[config.mk]
export PLATFORM = sky130hd
export DESIGN_NAME = adder_result_stage_flat
export DESIGN_NICKNAME = d
export VERILOG_FILES = /design/src/rtl/adder_result_stage_if.sv /design/src/rtl/adder_result_stage.sv /design/src/flat_wrapper.sv
export SDC_FILE = /design/constraint.sdc
export NUM_CORES = 1
export LEC_CHECK = 0
export BUFFER_PORTS_ARGS = -buffer_cell sky130_fd_sc_hd__buf_2
export CORE_UTILIZATION = 48
export DETAILED_ROUTE_END_ITERATION = 8
export GPL_ROUTABILITY_DRIVEN = 1
export GPL_TIMING_DRIVEN = 0
export PLACE_DENSITY_LB_ADDON = 0.12
export SLEW_MARGIN = 15
export SYNTH_ARGS = -nofsm -noshare
export SYNTH_HDL_FRONTEND = slang
export SYNTH_SLANG_ARGS = --single-unit
[constraint.sdc]
create_clock -name clk -period 1.4 [get_ports clk]
set_input_delay 0.07 -clock clk [delete_from_list [all_inputs] [get_ports clk]]
set_output_delay 0.07 -clock clk [all_outputs]
set_load 0.05 [all_outputs]
[src/rtl/adder_result_stage_if.sv]
// Handshake bundle between the CLA adder, the result stage and its consumer.
// The master modport is the adder/consumer side; the slave modport is the stage itself.
interface adder_result_stage_if #(
    parameter int WIDTH = 32,
    parameter int CNT_W = 16
);
    logic             in_valid;
    logic             in_ready;
    logic [WIDTH-1:0] in_sum;
    logic             in_cout;
    logic             in_a_msb;
    logic             in_b_msb;
    logic             out_valid;
    logic             out_ready;
    logic [WIDTH-1:0] out_sum;
    logic             out_cout;
    logic             out_zero;
    logic             out_neg;
    logic             out_ovf;
    logic [CNT_W-1:0] out_count;

    modport master (
        output in_valid, in_sum, in_cout, in_a_msb, in_b_msb, out_ready,
        input  in_ready, out_valid, out_sum, out_cout, out_zero, out_neg, out_ovf, out_count
    );

    modport slave (
        input  in_valid, in_sum, in_cout, in_a_msb, in_b_msb, out_ready,
        output in_ready, out_valid, out_sum, out_cout, out_zero, out_neg, out_ovf, out_count
    );
endinterface

[src/rtl/adder_result_stage.sv]
// Registered result stage after the CLA adder: captures sum/cout, derives status
// flags, and delivers them over valid/ready with a one-entry skid for full throughput.
module adder_result_stage #(
    parameter int WIDTH = 32,
    parameter int CNT_W = 16
) (
    input  logic                 clk,
    input  logic                 rst_n,
    adder_result_stage_if.slave  bus
);
    typedef struct packed {
        logic [WIDTH-1:0] sum;
        logic             cout;
        logic             zero;
        logic             neg;
        logic             ovf;
    } entry_t;

    entry_t           r_main;
    entry_t           r_skid;
    entry_t           w_in;
    logic             r_out_valid;
    logic             r_skid_valid;
    logic [CNT_W-1:0] r_count;
    logic             w_accept;
    logic             w_drain;

    // Flags are derived from the adder-side signals so the output path is register-only.
    always_comb begin
        w_in.sum  = bus.in_sum;
        w_in.cout = bus.in_cout;
        w_in.zero = (bus.in_sum == '0);
        w_in.neg  = bus.in_sum[WIDTH-1];
        w_in.ovf  = (bus.in_a_msb == bus.in_b_msb) && (bus.in_sum[WIDTH-1] != bus.in_a_msb);
    end

    assign w_accept = bus.in_valid && !r_skid_valid;
    assign w_drain  = r_out_valid && bus.out_ready;

    always_ff @(posedge clk or negedge rst_n) begin
        if (!rst_n) begin
            r_main       <= '0;
            r_skid       <= '0;
            r_out_valid  <= 1'b0;
            r_skid_valid <= 1'b0;
        end else if (r_skid_valid) begin
            // in_ready is low here, so the only possible move is skid -> main.
            if (w_drain) begin
                r_main       <= r_skid;
                r_skid_valid <= 1'b0;
            end
        end else if (w_accept) begin
            if (!r_out_valid || bus.out_ready) begin
                r_main      <= w_in;
                r_out_valid <= 1'b1;
            end else begin
                r_skid       <= w_in;
                r_skid_valid <= 1'b1;
            end
        end else if (w_drain) begin
            r_out_valid <= 1'b0;
        end
    end

    always_ff @(posedge clk or negedge rst_n) begin
        if (!rst_n) begin
            r_count <= '0;
        end else if (w_drain) begin
            r_count <= r_count + 1'b1;
        end
    end

    assign bus.in_ready  = !r_skid_valid;
    assign bus.out_valid = r_out_valid;
    assign bus.out_sum   = r_main.sum;
    assign bus.out_cout  = r_main.cout;
    assign bus.out_zero  = r_main.zero;
    assign bus.out_neg   = r_main.neg;
    assign bus.out_ovf   = r_main.ovf;
    assign bus.out_count = r_count;
endmodule

[src/flat_wrapper.sv]
// flat-port wrapper written by rule: the top's interface ports become plain ports
module adder_result_stage_flat 
#(
    parameter int WIDTH = 32,
    parameter int CNT_W = 16
)
  (clk, rst_n, bus_in_valid, bus_in_sum, bus_in_cout, bus_in_a_msb, bus_in_b_msb, bus_out_ready, bus_in_ready, bus_out_valid, bus_out_sum, bus_out_cout, bus_out_zero, bus_out_neg, bus_out_ovf, bus_out_count);
  adder_result_stage_if #(.WIDTH(WIDTH), .CNT_W(CNT_W)) bus_i ();
  input  logic clk;
  input  logic rst_n;
  input wire logic [$bits(bus_i.in_valid)-1:0] bus_in_valid;
  input wire logic [$bits(bus_i.in_sum)-1:0] bus_in_sum;
  input wire logic [$bits(bus_i.in_cout)-1:0] bus_in_cout;
  input wire logic [$bits(bus_i.in_a_msb)-1:0] bus_in_a_msb;
  input wire logic [$bits(bus_i.in_b_msb)-1:0] bus_in_b_msb;
  input wire logic [$bits(bus_i.out_ready)-1:0] bus_out_ready;
  output wire logic [$bits(bus_i.in_ready)-1:0] bus_in_ready;
  output wire logic [$bits(bus_i.out_valid)-1:0] bus_out_valid;
  output wire logic [$bits(bus_i.out_sum)-1:0] bus_out_sum;
  output wire logic [$bits(bus_i.out_cout)-1:0] bus_out_cout;
  output wire logic [$bits(bus_i.out_zero)-1:0] bus_out_zero;
  output wire logic [$bits(bus_i.out_neg)-1:0] bus_out_neg;
  output wire logic [$bits(bus_i.out_ovf)-1:0] bus_out_ovf;
  output wire logic [$bits(bus_i.out_count)-1:0] bus_out_count;
  assign bus_i.in_valid = bus_in_valid;
  assign bus_i.in_sum = bus_in_sum;
  assign bus_i.in_cout = bus_in_cout;
  assign bus_i.in_a_msb = bus_in_a_msb;
  assign bus_i.in_b_msb = bus_in_b_msb;
  assign bus_i.out_ready = bus_out_ready;
  assign bus_in_ready = bus_i.in_ready;
  assign bus_out_valid = bus_i.out_valid;
  assign bus_out_sum = bus_i.out_sum;
  assign bus_out_cout = bus_i.out_cout;
  assign bus_out_zero = bus_i.out_zero;
  assign bus_out_neg = bus_i.out_neg;
  assign bus_out_ovf = bus_i.out_ovf;
  assign bus_out_count = bus_i.out_count;
  adder_result_stage #(.WIDTH(WIDTH), .CNT_W(CNT_W)) u_core (.clk(clk), .rst_n(rst_n), .bus(bus_i));
endmodule
# Word-level counts from Yosys, hierarchy flattened
# Cells that the tools add are included.
[totals] reg_bits=90 latchBits=0 mem_bits_rw=0 romBits=0 in_bits=39 output_inout_bits=54 word_cells=44 n_memories=0
[classes] add_sub_neg=1 n_mul=0 n_div=0 n_lt_le_gt_ge=0 eq_ne=4 shift=0 mux=11 bitwise=2 reduce_logical=13
[ops] operator="36-bit 2-to-1 mux" n=4
[ops] operator="32-bit logical NOT" n=1
[ops] operator="16-bit by 1-bit adder with 16-bit output, second input constant" n=1
[ops] operator="3-bit AND reduction" n=3
[ops] operator="1-bit 2-to-1 mux" n=7
[ops] operator="2-bit nonzero test" n=3
[ops] operator="2-bit != test, second input constant" n=2
[ops] operator="1-bit logical AND" n=3
[ops] operator="1-bit logical NOT" n=2
[ops] operator="1-bit inverter" n=2
[ops] operator="1-bit == test" n=1
[ops] operator="1-bit logical OR" n=1
[ops] operator="1-bit != test" n=1

# Longest topological paths before layout
# Gate-level depths: netlist of run 1.
[depth] word_depth=5 mapped_depth=6

# Least setup slack after synthesis of run 1
# OpenSTA, ideal clock, no wires.
[synth_timing] kind="reg-to-reg" from="register u_core.r_out_valid, in the netlist u_core.bus.out_valid" to="register u_core.r_skid[10] (netlist bit)" setup_time_ns=0.125 arrival_ns=1.737 required_ns=1.275 slack_ns=-0.462 stages_incl_launch_ff=5 path_cell_list="dfrtp_1 nand2_1 nor3_4 buf_6 mux2_2"
[synth_between] elab_chain_cells=4
[synth_lines] item="start: declaration" line="adder_result_stage.sv:22" text="logic r_out_valid;"
[synth_lines] item="start signal: assignment" line="adder_result_stage.sv:44" text="r_out_valid <= 1'b0;"
[synth_lines] item="start signal: assignment" line="adder_result_stage.sv:55" text="r_out_valid <= 1'b1;"
[synth_lines] item="start signal: assignment" line="adder_result_stage.sv:61" text="r_out_valid <= 1'b0;"
[synth_lines] item="1-bit logical NOT" line="adder_result_stage.sv:53" text="if (!r_out_valid || bus.out_ready) begin"
[synth_lines] item="1-bit logical OR" line="adder_result_stage.sv:53"
[synth_lines] item="1-bit inverter (no line)"
[synth_lines] item="3-bit AND reduction (no line)"
[synth_lines] item="end signal: assignment" line="adder_result_stage.sv:57" text="r_skid <= w_in;"
[synth_lines] item="end: declaration" line="adder_result_stage.sv:20" text="entry_t r_skid;"
# Every way passes these cells.
# A chain may end at the register's enable or synchronous reset.

# Worst setup path after layout of run 1
[layout_timing] from="register u_core.r_out_valid, in the netlist u_core.bus.out_valid" to="register u_core.r_main, in the netlist u_core.bus.out_zero"
[layout_between] elab_chain_cells=4
[layout_lines] item="1-bit logical NOT" line="adder_result_stage.sv:53"
[layout_lines] item="1-bit logical OR" line="adder_result_stage.sv:53"
[layout_lines] item="2-bit nonzero test (no line)"
[layout_lines] item="3-bit AND reduction (no line) *"
[layout_lines] item="end signal: assignment" line="adder_result_stage.sv:49" text="r_main <= r_skid;"
[layout_lines] item="end signal: assignment" line="adder_result_stage.sv:54" text="r_main <= w_in;"
[layout_lines] item="end: declaration" line="adder_result_stage.sv:19" text="entry_t r_main;"
# Every way passes the cells marked *; elsewhere a longest branch is shown, timed or not.

==> summary.md, run 1 <==
| Metric | Value |
|---|---|
| Iter 0 DRT Violations | between 100 and 150 |
| Worst setup SP type | flip-flop |
| Crit end category | flip-flop |
| Vias per cell | 5.21 |
| Share of cells above drive strength 1 | 49.9% |
| Die Ht | 91.3 um |
| Nets | 509 |
| Synth top area cells | dfrtp_1, mux2_2, mux2i_1 |
| Post-synth top area cell | dfrtp_1 |
| Fillers | about 540 |
| Setup TNS | -3240 ps |
| Unrepaired setup endpoints after global routing | yes |
| Final Util | 73.7% |
| CTS tree | built |
| Max-Cap Viols | 0 |
| Post-synth top area share | 57.6% |
| Worst Path Arrival | around 1800 ps |
| Global-route wire length before repair | 14300 um |
| Cell Area, Placed | 4480 um^2 |
| Antenna Cells | 0 |
| Total global routing overflow | 0 |
| Layout area overhead | 48.8% |
| Library cells used by synthesis | 29 |
| Placed Instances | ~510 |
| Mean Syn Cell Area | 12.2 um^2 |
| Part of the power in registers | 49.6% |
| Final Cycle Share | 110% |
| Largest net degree at the start of global routing | 51 |
| Gate power share | 11.9% |
| Net Switching | 1.34 mW |
| Switch share | 25.2% |
| Asr flop ratio synth | 100% |
| Post-Synthesis Cell Area | 3830 um^2 |
| PwrDens | 937 nW/um^2 |
| Final setup vio count | 63 |
| DIE WIDTH | 91.3 um |
| FF+latch count, synth | 88 |
| Final Slew Violations | 0 |
| DR WL/cell | 16.8 um |
| Status | finished, violations left |
| Critical path type | reg -> reg |
| Hold Fails Final Rpt | 1 |
| Final Critical Period | approximately 1500 ps |
| Die area | about 8300 um^2 |
| Non-filler cells, final | 575 |
| Worst-margin pin slew | 521 ps |
| CTS buffer count | 9 |
| Placer congestion estimate | 0.726 |
| Placed wire-length estimate | between 5000 and 6000 um |
| Number of global-route vias before repair | 2881 |
| Rows | 32 |
| Leakage | 2.92 nW |
| Ys flop type | dfrtp_1 |
| Post-route cell area | approximately 5700 um^2 |
| IO Count | 93 |
| Slew Limit Headroom | 65.3% |
| Gate Count Post-Synth | 314 |
| Post-Route WL | 9680 um |
| Worst setup margin | -142 ps |
| Fmax | 649 MHz |
| GRT Resource Usage Total | about 22% |
| Internal power | 3.99 mW |
| Clk slew on worst S/H paths | 80 ps |
| Max VDD drop | 0.680 mV |
| Clk_skew | 7.53 ps |
| Initial Util | 49.5% |
| Clock Power Share | roughly two fifths |
| Depth of the CTS H-tree | 3 |
| Routed via count | 2993 |
| Final Total Pwr | 5.33 mW |
| ANT nets after route | 0 |
| Clock sinks | 88 |
| I/O Buffers | 92 |
| Min-delay worst type | in -> reg |
| CTS root buf | clkbuf_8 |
| Failing checks | hold timing, setup timing |
| Synth warn | 0 |
| Hold_ws | -2.02 ps |
| CP Data Required Time | 1640 ps |
| Synth Net Count | around 350 |
| Pre-CTS setup slack | -267 ps |
| Post-synth EDFFs | 0 |
| Clk_lat worst skew | 350 ps |
| Residual DRC | 0 |
| First drt pass iteration count | 4 |
| Core area | between 7000 and 8000 um^2 |
| Post-synthesis sequential area ratio | approximately 58% |
| Initial antenna violation count | 0 |
| Worst-path fanout max | 6 |
| Max clock buf depth | 2 |
-- registers in the layout, summed over array words and instances (netlist names) --
signal                cells
u_core.bus.out_count     16
u_core.bus.out_cout       1
u_core.bus.out_ovf        1
u_core.bus.out_sum       32
u_core.bus.out_valid      1
u_core.bus.out_zero       1
u_core.r_skid            35
u_core.r_skid_valid       1
-- logic make-up after synthesis --
logic type | Yosys count | synth area share [%]
compound gates | 39 | 5.33
xor+xnor | 15 | 3.43
buf+inv | 20 | 3.37
fa+ha+maj | 1 | 0.327
mux | 70 | 19.5
simple gates | 81 | 10.5
flops | 88 | 57.6
-- power by group through the flow --
| stage | clock [mW] | combinational, mW | sequential, mW |
|---|---|---|---|
| after CTS | 2.07 | 0.602 | 2.64 |
| after floorplan | 0 | 0.0729 | 2.91 |
| final | 2.05 | 0.636 | 2.65 |
| after detailed placement | 0 | 0.533 | 2.69 |
| after global placement | 0 | 0.519 | 2.68 |
| after global routing | 2.20 | 0.676 | 2.66 |
-- layout make-up --
cell class	count	area [um^2]	share of cell area, %
Multi-Input combinational cell	206	1800	31.7
Clock buffer	11	131	2.31
Clock inverter	4	95.1	1.67
Inverter	4	18.8	0.330
Buffer	14	188	3.30
Tap cell	102	128	2.24
Sequential cell	88	2210	38.9
Timing Repair Buffer	146	1110	19.6
-- critical path: stages (launching register included) --
cell,delay (ps)
dfrtp_2,460
nor2b_4,150
nor3_4,240
buf_6,170
buf_4,120
mux2_4,280
-- path summary, 6_finish.rpt --
path / slack [ps] / cells after the start / end / startpoint
min in group asynchronous: 230 / 2 / u_core.r_skid[17] / rst_n
min reg2reg: 480 / 1 / u_core.bus.out_count[7] / u_core.bus.out_count[7]
min: -2 / 2 / u_core.r_skid[15] / bus_in_sum[11]
max in group asynchronous: 530 / 3 / u_core.bus.out_valid / rst_n
max: -140 / 5 / u_core.bus.out_zero / u_core.bus.out_valid
max reg2reg: -140 / 5 / u_core.bus.out_zero / u_core.bus.out_valid
-- synthesized netlist by cell type (2+ instances only) --
library cell / n
buf_4: 6
buf_2: 7
a21oi_1: 34
xor2_1: 4
nand4_1: 6
nor3_4: 2
xnor2_1: 11
nor2b_1: 2
nand2_1: 11
nand3_1: 5
mux2_2: 34
o31ai_1: 2
dfrtp_1: 88
mux2i_1: 34
o21ai_0: 2
nor4_1: 8
buf_6: 3
mux2_1: 2
nor2_1: 39
and3_1: 2
inv_1: 4
-- per-layer routing --
metal	GRT usage (%)	vias up	routed length [um]
met3	3.77	9	385
met2	34.8	76	4720
li1	-	1410	-
met4	7.80	0	96
met1	30.8	1498	4480
met5	0	-	0
-- repair_timing --
item | CTS | global route
gates resized for setup | 21 | 91
endpoints found under the setup margin | 71 | 78
buffers inserted | 11 | 5
hold buffers | 31 | 0
hold endpoints to repair | 69 | 0
gates cloned | 0 | 6
pin swaps | 3 | 4
-- cell usage in the layout (no fill, tap or decap), types with 6 or more instances in the layout --
cell	n
buf_2	92
dfrtp_1	78
mux2i_1	34
dlygate4sd3_1	31
mux2_4	27
nor2_1	19
a21oi_1	17
a21oi_2	17
buf_4	12
nor2_2	12
xnor2_1	11
dfrtp_2	10
nand2_1	9
clkbuf_8	9
nor2_4	8
buf_8	7
buf_6	7
mux2_2	7
nor4_1	7
nand4_1	6
clkbuf_16	6
(Power assumes the default switching activity.)
==> inputs of run 2 (changes only) <==
PLACE_DENSITY_LB_ADDON = 0.08   (was 0.12)
==> summary.md, run 2 (synthesis results as in run 1) <==
| Metric | Value |
|---|---|
| Status | finished, violations left |
| Failing checks | setup timing |
| Worst hold path endpoint | u_core.r_skid[10] |
| Hold_ws | 11.6 ps |
| Layout area overhead | 45.4% |
| Clock sinks | 88 |
| Max VDD drop | approximately 0.73 mV |
| Max-Cap Viols | 0 |
| Crit end category | flip-flop |
| Total global routing overflow | 0 |
| CTS tree | built |
| Clk_skew | 7.98 ps |
| Cell Area, Placed | 4480 um^2 |
| FF-to-FF path depth | 6 |
| CP max stage cell | dfrtp_2 |
| Clk slew on worst S/H paths | about 90 ps |
| ANT nets after route | 0 |
| Max incr delay on CP | 460 ps |
| Clk_lat worst skew | approximately 350 ps |
| GRT Resource Usage Total | 23.4% |
| Final Critical Period | roughly 1500 ps |
| Leakage | 2.91 nW |
| Flop2flop setup slack | -80 ps |
| DR WL/cell | 16.2 um |
| Share of cells above drive strength 1 | between 40 and 50% |
| R2r endpoint | u_core.bus.out_sum[25] |
| CP Data Required Time | 1670 ps |
| Final Slew Violations | 0 |
| Iter 0 DRT Violations | 113 |
| Vias per cell | 5.21 |
| Die Ht | between 90 and 100 um |
| Crit path cell chain | nor2b_4 > nor3_4 > buf_6 > buf_12 > nor2_4 > a21oi_2 |
| Worst-margin pin slew | roughly 570 ps |
| Commonest non-fill, non-tap cell in the layout | buf_2 |
| PwrDens | about 1000 nW/um^2 |
| Nets | 506 |
| Residual DRC | 0 |
| Routed via count | 2985 |
| Post-Route WL | 9290 um |
| IO Count | 93 |
| Final setup vio count | 70 |
| DIE WIDTH | 91.3 um |
| Max clock buf depth | 2 |
| Setup TNS | -2510 ps |
| Initial antenna violation count | 0 |
| Worst Hold Launch | bus_in_sum[6] |
| Final Cycle Share | 106% |
| Critical path type | reg -> reg |
| Worst-path fanout max | 6 |
| I/O Buffers | 92 |
| Min-delay worst type | in -> reg |
| FF-to-FF Start | u_core.bus.out_valid |
| Commonest cells after routing, fill and taps aside | buf_2, dfrtp_1, mux2i_1 |
| CTS root buf | clkbuf_8 |
| Worst setup SP type | flip-flop |
| Post-route cell area | 5560 um^2 |
| Depth of the CTS H-tree | 3 |
| Die area | 8330 um^2 |
| Max reg flops | 35 |
| Hold Path Depth | 2 |
| Largest net degree at the start of global routing | 48 |
| Reg with most FFs | u_core.r_skid |
| CTS buffer count | 9 |
| Worst setup margin | -78.5 ps |
| Rows | 32 |
| Initial Util | 49.5% |
| Hold Fails Final Rpt | 0 |
| First drt pass iteration count | 4 |
| Antenna Cells | 0 |
| Unrepaired setup endpoints after global routing | yes |
| Number of global-route vias before repair | about 3100 |
| Placed wire-length estimate | 5680 um |
| Worst Path Arrival | 1750 ps |
| Placer congestion estimate | 0.735 |
| Global-route wire length before repair | 15200 um |
| Core area | 7730 um^2 |
| Slew Limit Headroom | 61.7% |
| Fmax | 676 MHz |
## run 2: worst max-delay path by stage
stage                     slack [ps]  cells after the start                       to                  from
after floorplan                 -230                      4        u_core.r_skid[10]  u_core.bus.out_valid
after global placement          -710                      1  u_core.bus.out_count[0]                 rst_n
after detailed placement        -280                      4        u_core.r_skid[10]   u_core.r_skid_valid
after CTS                        -40                      5        u_core.r_skid[16]   u_core.r_skid_valid
after global routing            -150                      5    u_core.bus.out_sum[9]  u_core.bus.out_valid
final                            -80                      6   u_core.bus.out_sum[25]  u_core.bus.out_valid
## run 2: layout make-up
type | count | area [um^2]
sequential | 88 | 2210
fill | 562 | 2170
multi-input combinational | 206 | 1750
timing repair buffer | 142 | 990
buffer | 15 | 169
clock inverter | 7 | 168
tap | 102 | 128
clock buffer | 9 | 124
inverter | 4 | 18.8
## run 2: power by group
group,switching [mW],leakage (nW),total (mW),internal (mW)
clock network,0.912,0.144,2.46,1.55
registers,0.0383,1.14,2.64,2.60
logic,0.422,1.62,0.625,0.202
## run 2: critical path, delay by kind of cell (launching register included)
family	cells	cell delay [ps]
simple gates	3	480
compound gates	1	120
flops	1	460
buf+inv	2	350
## run 2: stage by stage
stage | setup WS, ps | power, mW | std cells | utilization (%)
2_1_floorplan | -229 | 2.99 | 314 | -
3_3_place_gp | -714 | 3.20 | 508 | 57.6
3_5_place_dp | -278 | 3.22 | 509 | 58.0
4_1_cts | -41.0 | 5.75 | 567 | 69.3
5_1_grt | -148 | 5.93 | 573 | 72.0
6_report | -78.5 | 5.73 | 573 | 72.0
## run 2: repair_timing
| item | CTS | global route |
|---|---|---|
| gates cloned | 1 | 0 |
| setup buffers | 11 | 5 |
| endpoints found under the hold margin | 72 | 1 |
| gates resized for setup | 47 | 41 |
| pin swaps | 4 | 7 |
| hold buffers | 31 | 1 |
| setup endpoints to repair | 71 | 78 |
## run 2: routing by layer
layer	share of wire (%)	vias up	track usage (%)
met5	0	-	0
met4	1.2	0	7.14
met3	4.0	11	3.77
met2	48	88	38.7
met1	46	1479	31.8
li1	-	1407	-
